**config.mk**
```make
export PLATFORM = sky130hd
export DESIGN_NAME = sdram_scheduler
export DESIGN_NICKNAME = d
export VERILOG_FILES = /design/src/rtl/sdram_scheduler.sv
export SDC_FILE = /design/constraint.sdc
export NUM_CORES = 1
export LEC_CHECK = 0
export CAP_MARGIN = 20
export CORE_ASPECT_RATIO = 1.2
export CORE_UTILIZATION = 40
export CTS_CLUSTER_DIAMETER = 60
export DETAILED_ROUTE_END_ITERATION = 7
export PLACE_DENSITY = 0.72
export SETUP_SLACK_MARGIN = 0.5
export SLEW_MARGIN = 25
export SYNTH_ARGS = -nofsm -noshare
export SYNTH_HDL_FRONTEND = slang
export SYNTH_SLANG_ARGS = --single-unit
```
**constraint.sdc**
```tcl
create_clock -name clk -period 2.2 [get_ports clk]
set_clock_uncertainty 0.1 [all_clocks]
set_input_delay 0.22 -clock clk [delete_from_list [all_inputs] [get_ports clk]]
set_output_delay 0.22 -clock clk [all_outputs]
set_load 0.01 [all_outputs]
```
**src/rtl/sdram_scheduler.sv**
```systemverilog
// SDRAM command scheduler: arbitrates generator row reads, sampler row writes
// and auto-refresh onto a single command engine, one command in flight at a time.

module sdram_sched_chan (
    input  logic clk,
    input  logic reset,
    input  logic req,
    input  logic done,
    output logic ack,
    output logic eligible
);
    // Four-phase ack: rises after the channel's command completes, falls once req is seen low.
    always_ff @(posedge clk) begin
        if (reset)
            ack <= 1'b0;
        else if (ack && !req)
            ack <= 1'b0;
        else if (done)
            ack <= 1'b1;
    end

    assign eligible = req && !ack;
endmodule

module sdram_scheduler #(
    parameter int REFRESH_INTERVAL = 780,
    parameter int MAX_PENDING      = 8,
    parameter int URGENT_PENDING   = 6
) (
    input  logic       clk,
    input  logic       reset,
    input  logic       s_req,
    input  logic       s_cache_row,
    input  logic [9:0] s_sdram_row,
    output logic       s_ack,
    input  logic       g_req,
    input  logic       g_cache_row,
    input  logic [9:0] g_sdram_row,
    output logic       g_ack,
    output logic       cmd_valid,
    output logic [1:0] cmd_op,
    output logic       cmd_cache_row,
    output logic [9:0] cmd_sdram_row,
    input  logic       cmd_ready,
    input  logic       cmd_done,
    output logic [3:0] refresh_pending,
    output logic       refresh_overrun
);
    localparam int TW = (REFRESH_INTERVAL > 1) ? $clog2(REFRESH_INTERVAL) : 1;
    localparam logic [1:0] OP_REFRESH = 2'b00;
    localparam logic [1:0] OP_WRITE   = 2'b01;
    localparam logic [1:0] OP_READ    = 2'b10;

    typedef struct packed {
        logic [1:0] op;
        logic       cache_row;
        logic [9:0] sdram_row;
    } cmd_t;

    typedef enum logic [1:0] {IDLE, ISSUE, BUSY} state_t;

    state_t        state, state_nxt;
    cmd_t          cmd_q, cmd_nxt;
    logic [TW-1:0] tick_cnt;
    logic          tick;
    logic          urgent;
    logic          busy_done;
    logic          ref_done;
    // Channel index 0 = sampler (write), 1 = generator (read).
    logic [1:0]    ch_req, ch_done, ch_ack, ch_elig;

    assign ch_req     = {g_req, s_req};
    assign busy_done  = (state == BUSY) && cmd_done;
    assign ref_done   = busy_done && (cmd_q.op == OP_REFRESH);
    assign ch_done[0] = busy_done && (cmd_q.op == OP_WRITE);
    assign ch_done[1] = busy_done && (cmd_q.op == OP_READ);

    sdram_sched_chan u_chan [1:0] (
        .clk      (clk),
        .reset    (reset),
        .req      (ch_req),
        .done     (ch_done),
        .ack      (ch_ack),
        .eligible (ch_elig)
    );

    assign s_ack = ch_ack[0];
    assign g_ack = ch_ack[1];

    // Refresh interval timer; the wrap cycle is the tick.
    assign tick = (tick_cnt == TW'(REFRESH_INTERVAL - 1));

    always_ff @(posedge clk) begin
        if (reset)
            tick_cnt <= '0;
        else if (tick)
            tick_cnt <= '0;
        else
            tick_cnt <= tick_cnt + 1'b1;
    end

    // A tick and a refresh completion in the same cycle cancel out.
    always_ff @(posedge clk) begin
        if (reset) begin
            refresh_pending <= '0;
            refresh_overrun <= 1'b0;
        end else if (tick && !ref_done) begin
            if (refresh_pending == 4'(MAX_PENDING))
                refresh_overrun <= 1'b1;
            else
                refresh_pending <= refresh_pending + 4'd1;
        end else if (ref_done && !tick) begin
            refresh_pending <= refresh_pending - 4'd1;
        end
    end

    assign urgent = (refresh_pending >= 4'(URGENT_PENDING));

    always_ff @(posedge clk) begin
        if (reset) begin
            state <= IDLE;
            cmd_q <= '0;
        end else begin
            state <= state_nxt;
            cmd_q <= cmd_nxt;
        end
    end

    // Fixed priority: urgent refresh, display read, sampler write, background refresh.
    always_comb begin
        state_nxt = state;
        cmd_nxt   = cmd_q;
        case (state)
            IDLE: begin
                state_nxt = ISSUE;
                if (urgent)
                    cmd_nxt = '{op: OP_REFRESH, cache_row: 1'b0, sdram_row: 10'd0};
                else if (ch_elig[1])
                    cmd_nxt = '{op: OP_READ, cache_row: g_cache_row, sdram_row: g_sdram_row};
                else if (ch_elig[0])
                    cmd_nxt = '{op: OP_WRITE, cache_row: s_cache_row, sdram_row: s_sdram_row};
                else if (refresh_pending != 4'd0)
                    cmd_nxt = '{op: OP_REFRESH, cache_row: 1'b0, sdram_row: 10'd0};
                else
                    state_nxt = IDLE;
            end
            ISSUE: if (cmd_ready) state_nxt = BUSY;
            BUSY:  if (cmd_done)  state_nxt = IDLE;
            default: state_nxt = IDLE;
        endcase
    end

    assign cmd_valid     = (state == ISSUE);
    assign cmd_op        = cmd_q.op;
    assign cmd_cache_row = cmd_q.cache_row;
    assign cmd_sdram_row = cmd_q.sdram_row;
endmodule

```
==> results.toml, run 1 <==
[synthesis]
yosysWarnings = 0
synth-seq-cells = 32
ys_seq_area_frac = 0.430
synthesis.instances = 159
synth_edf_count = 0
synth_top_cell_area_share = 0.430
yosys-top-cells-area = "dfxtp_1 (43%), nor2_1 (8.6%), a22oi_1 (7.1%), a22o_1 (6.5%), xor2_1 (4.1%)"
synth_nets = 191
synth_top_cell_by_area = "dfxtp_1"
syn_avg_cell_area_um2 = 9.36
synth_flop_cell = "dfxtp_1"
synth_area_um2 = 1490
async_flop_share = 0
synth_cell_type_count = 39

[routing]
vias = 1447
ant_nets = 0
drc = 1
dr.pass1.iters = 6
wl_met1_mm = 1.57
wl_met3_um = 199
wl_mm = 3.97
viasPerCell = 5.50
wl_per_cell_um = 15.1
drt_iter0_markers = 35
wl_met2_mm = 2.18
top_layer_used = "met4"

[global_route]
grt_antenna_before_repair = 0
grt_pass1_vias = 1406
grt-ovfl-total = 0
grt_usage = 0.212
grt_pass1_wl_mm = 6.21
grt_max_degree = 15

[clock_network]
clk_pin_slew_ns = 0.07
cts_max_level = 2
clock_path_buffers = 2
cts_sinks = 32
cts_buffers = 5
clockRootBuffer = "clkbuf_8"
insertion_delay_ns = 0.28
cts_tree = "built"
hold_buffers = 0

[setup_path]
path_delay_family = "simple AND/OR/NAND/NOR gates"
crit_arrival_ns = 2.27
slowest_stage = "dfxtp_2"
critPathCaptureType = "register"
rrSetupSlack_ns = -0.005
worstSetupPathType = "reg2reg"
slowest_delay_ns = 0.32
crit_buf_inv = 0
crit_path_cell_trace = "nor4bb_1 > and4_2 > nand2_4 > ha_4 > a21oi_2 > nand2_2 > nor3_2 > a31oi_2 > mux2_4"
worstPathRequired_ns = 2.27
cp_max_fo = 3
cp-start-kind = "register"

[finish]
final_cell_mix = "clkdlybuf4s50_1 (46), nor2_1 (34), dfxtp_1 (25)"
finalInstanceArea_um2 = 2310
fin_nets = 257
layout_commonest_cell = "clkdlybuf4s50_1"
drive_gt1_frac = 0.243
nFillCells = 307
diodes = 0
syn_to_final_growth_pct = 55.0

[floorplan]
die_h_um = 68.8
core_um2 = 3450
die_w_um = 57.7
rows = 23
start_util = 0.431
dieArea_um2 = 3970
pin_count = 49

[timing]
fin_crit_ns = 2.20
finalWorstSetupSlack_ns = -0.00496
slew_headroom = 0.678
slew_violations = 0
tightest_slew_ns = 0.481
fmax_mhz = 454
hold_violations = 0
tns_ns = -0.00496
timing.hold.ws_ns = 0.374
setup_viol = 1
period_share = 1.00
rsz0062_at_grt = "true"

[outcome]
status = "finished, violations left"
violations = "DRC, setup timing"

[power]
power_leakage_nw = 0.913
vdd_drop_max_v = 0.000469
p_per_area_nw_per_um2 = 594

[place]
place_area_um2 = 2090
dp_hpwl_mm = 2.71
place.gp.congestion = 0.816
io_buffers = 48

[flow_run]
cap_viol_max_count = 0

[worst_hold_path]
min_path_type = "reg2reg"
-- state kept, by name, indices dropped and copies added, names as in the netlist --
name and flops:
cmd_sdram_row 10, tick_cnt 10, refresh_pending 4, cmd_op 2, state 2, u_chan.ack 2
cmd_cache_row 1, refresh_overrun 1
-- through the flow --
| stage | setup WS (ns) | util | total power (W) | std cells |
|---|---|---|---|---|
| after CTS | 0.0217 | 0.646 | 0.00137 | 260 |
| after global placement | 0.00254 | 0.604 | 0.000912 | 249 |
| final | -0.00496 | 0.668 | 0.00137 | 263 |
| after floorplan | 0.0811 | - | 0.000779 | 159 |
| after detailed placement | -0.0567 | 0.604 | 0.000919 | 249 |
| after global routing | -0.0902 | 0.668 | 0.00144 | 263 |
-- power breakdown --
| part | internal [W] | total [W] | switching [W] |
|---|---|---|---|
| clock network | 0.000224 | 0.000450 | 0.000227 |
| logic | 0.000160 | 0.000278 | 0.000118 |
| registers | 0.000612 | 0.000643 | 0.0000305 |
-- area by class of cell --
type | count | area (µm²) | area share
multi-input cells | 117 | 880 | 0.381
clock inverters | 3 | 23.8 | 0.0103
clock buffers | 5 | 68.8 | 0.0298
flip-flops and latches | 32 | 649 | 0.281
well taps | 37 | 46.3 | 0.0201
repair buffers | 67 | 632 | 0.274
inverters | 2 | 7.51 | 0.00325
-- cells by family after synthesis --
| logic type | Yosys count | synth area share |
|---|---|---|
| buffers and inverters | 10 | 0.0395 |
| AOI/OAI and AO/OA | 35 | 0.182 |
| adders and majority gates | 4 | 0.0387 |
| muxes | 4 | 0.0361 |
| DFF | 32 | 0.430 |
| xor gates and xnor gates | 10 | 0.0588 |
| and+or+nand+nor | 64 | 0.214 |
-- repair_timing --
action                     in CTS  in global routing
setup endpoints to repair       8                 22
resized for setup              11                 14
buffers inserted                3                  3
pin swaps                       7                  8
-- routing by layer --
metal	up-vias	global-route usage
li1	706	-
met1	696	0.207
met2	43	0.414
met4	0	0.0744
met5	-	0
met3	2	0.0728
-- worst reg2reg max path, cell delays in order (launching register included) --
cell	delay, ns
dfxtp_2	0.32
nor4bb_1	0.25
and4_2	0.30
nand2_4	0.09
ha_4	0.26
a21oi_2	0.15
nand2_2	0.08
nor3_2	0.15
a31oi_2	0.07
mux2_4	0.32
-- Yosys cell counts, types with 2 or more instances --
| cell type | count |
|---|---|
| and4_1 | 2 |
| nand2_1 | 5 |
| dfxtp_1 | 32 |
| clkbuf_1 | 2 |
| nor2b_1 | 2 |
| nor3_1 | 3 |
| a22o_1 | 11 |
| inv_1 | 2 |
| nor2_1 | 34 |
| xor2_1 | 7 |
| mux2i_1 | 2 |
| a31oi_1 | 2 |
| nand3_1 | 5 |
| xnor2_1 | 3 |
| a21oi_1 | 5 |
| buf_2 | 4 |
| ha_1 | 3 |
| a22oi_1 | 14 |
-- path summary, 6_finish.rpt --
kind / from / endpoint / cells past startpoint
min: tick_cnt[0] / tick_cnt[0] / 1
max reg2reg: tick_cnt[2] / refresh_pending[3] / 9
min reg2reg: tick_cnt[0] / tick_cnt[0] / 1
max: tick_cnt[2] / refresh_pending[3] / 9
Power figures use the tool's default switching activity.
==> run 2, diff against run 1 <==
--- a/config.mk
+++ b/config.mk
@@ -10,7 +10,8 @@
 export CORE_UTILIZATION = 40
 export CTS_CLUSTER_DIAMETER = 60
 export DETAILED_ROUTE_END_ITERATION = 7
-export PLACE_DENSITY = 0.72
+export DONT_BUFFER_PORTS = 1
+export PLACE_DENSITY = 0.54
 export SETUP_SLACK_MARGIN = 0.5
 export SLEW_MARGIN = 25
 export SYNTH_ARGS = -nofsm -noshare
==> run 2 against run 1 <==
The run ends with DRC left. Die area unchanged. Count of clock-buffer cells in the layout is 1 higher. Non-clock buffer count fell by 51. Final cell count down 19%. Core utilization down 15 points. Routed wire length down 18%. Global-route usage is 2.8 points lower. First-iteration DRC count is 140% higher. Critical path depth did not move. Fmax grew 3.1%. Largest cell class unchanged. Largest power group unchanged.
==> results.toml, run 2 (same netlist as run 1, synthesis figures left out) <==
[setup_path]
worstPathRequired_ns = 2.28
crit_arrival_ns = 2.21
cp-start-kind = "register"
rrSetupSlack_ns = 0.06
reg2reg_from = "tick_cnt[2]"
cp_max_fo = 3
worstSetupPathType = "reg2reg"
critPathCaptureType = "register"
r2r_cells = 9
crit_path_start = "tick_cnt[2]"

[worst_hold_path]
min_path_type = "in2reg"
hold_depth = 2
hold_start = "cmd_ready"

[routing]
drt_iter0_markers = 83
drc = 4
dr.pass1.iters = 7
vias = 1224
viasPerCell = 5.77
ant_nets = 0
wl_mm = 3.27
wl_per_cell_um = 15.4

[floorplan]
pin_count = 49
dieArea_um2 = 3970
rows = 23
start_util = 0.431
core_um2 = 3450
die_h_um = 68.8
die_w_um = 57.7

[outcome]
status = "finished, violations left"
violations = "DRC"

[power]
p_per_area_nw_per_um2 = 723
power_leakage_nw = 0.699
vdd_drop_max_v = 0.000424

[clock_network]
cts_buffers = 5
cts_sinks = 32
cts_max_level = 2
clockRootBuffer = "clkbuf_8"
clock_path_buffers = 2
cts_tree = "built"
insertion_delay_ns = 0.28
clk_pin_slew_ns = 0.07

[timing]
hold_violations = 0
finalWorstSetupSlack_ns = 0.0615
slew_headroom = 0.493
rsz0062_at_grt = "true"
period_share = 0.972
slew_violations = 0
tightest_slew_ns = 0.758
timing.hold.ws_ns = 0.0182
fmax_mhz = 468
setup_viol = 0
fin_crit_ns = 2.14

[place]
place.gp.congestion = 0.767
pre_cts_ws_ns = -0.0308
dp.cells = 197
io_buffers = 0
dp_hpwl_mm = 2.28
place_area_um2 = 1580

[finish]
fin_cells = 212
layout_commonest_cell = "nor2_1"
final_cell_mix = "nor2_1 (34), dfxtp_1 (24), a22oi_1 (14)"
fin_nets = 206
diodes = 0
drive_gt1_frac = 0.251
fin_util = 0.513
syn_to_final_growth_pct = 19.1
finalInstanceArea_um2 = 1770

[flow_run]
cap_viol_max_count = 0

[global_route]
grt_pass1_wl_mm = 5.33
grt_max_degree = 22
grt_usage = 0.183
grt-ovfl-total = 0
grt_antenna_before_repair = 0
grt_pass1_vias = 1156
## run 2: cell types whose count changed in the layout (fill, tap and decap cells not counted), sizes merged, moves of 2 or more
| cell | change |
|---|---|
| clkinvlp | -2 |
| dlygate4sd3 | +4 |
| buf | -7 |
| clkdlybuf4s50 | -46 |
## run 2: critical path: stages, from the launching register on
cell	delay, ns
dfxtp_2	0.33
nor4bb_2	0.28
and4_4	0.28
nand2_4	0.06
ha_1	0.29
nand3_2	0.08
nand2_2	0.08
nor3_1	0.04
a31oi_1	0.17
mux2_1	0.33
## run 2: worst paths after layout
path,end
max,refresh_pending[3]
min,state[0]
max reg2reg,refresh_pending[3]
min reg2reg,tick_cnt[0]
## run 2: report_power, final
part	internal [W]	switching (W)	leakage, nW	total (W)
combinational	0.0000777	0.0000880	0.383	0.000166
clock	0.000249	0.000218	0.0510	0.000467
sequential	0.000612	0.0000375	0.265	0.000650
total	0.000939	0.000343	0.699	0.00128
## run 2: cell type report
class                   instances  area [µm²]
multi-input cells             117         838
well taps                      37        46.3
repair buffers                 16         138
clock inverters                 2        10.0
fillers                       329        1680
flip-flops and latches         32         651
clock buffers                   6        82.6
inverters                       2        7.51
## run 2: routing by layer
layer / share of wire / up-vias / global-route usage / routed length [µm]
met5: 0 / - / 0 / 0
met4: 0.019 / 0 / 0.0804 / 61
met3: 0.070 / 6 / 0.0746 / 228
met2: 0.50 / 40 / 0.301 / 1620
met1: 0.42 / 574 / 0.211 / 1360
li1: - / 604 / - / -
## run 2: repair_timing
| item | 4_1_cts | 5_1_grt |
|---|---|---|
| hold buffers | 4 | 0 |
| pin swaps | 5 | 2 |
| setup endpoints to repair | 14 | 27 |
| buffers inserted | 2 | 1 |
| hold endpoints to repair | 21 | 0 |
| gates resized for setup | 8 | 9 |
## run 2: metrics by stage
step	total power [W]	setup TNS, ns
after detailed placement	0.000814	-0.0308
after global placement	0.000809	0
after CTS	0.00130	0
after floorplan	0.000779	0
final	0.00128	0
after global routing	0.00136	-0.0340
==> run 3, diff against run 2 <==
--- a/config.mk
+++ b/config.mk
@@ -5,6 +5,7 @@
 export SDC_FILE = /design/constraint.sdc
 export NUM_CORES = 1
 export LEC_CHECK = 0
+export ABC_AREA = 0
 export CAP_MARGIN = 20
 export CORE_ASPECT_RATIO = 1.2
 export CORE_UTILIZATION = 40
==> results of run 3 <==
No change in the layout: final DEF, timing and power equal those of run 2.
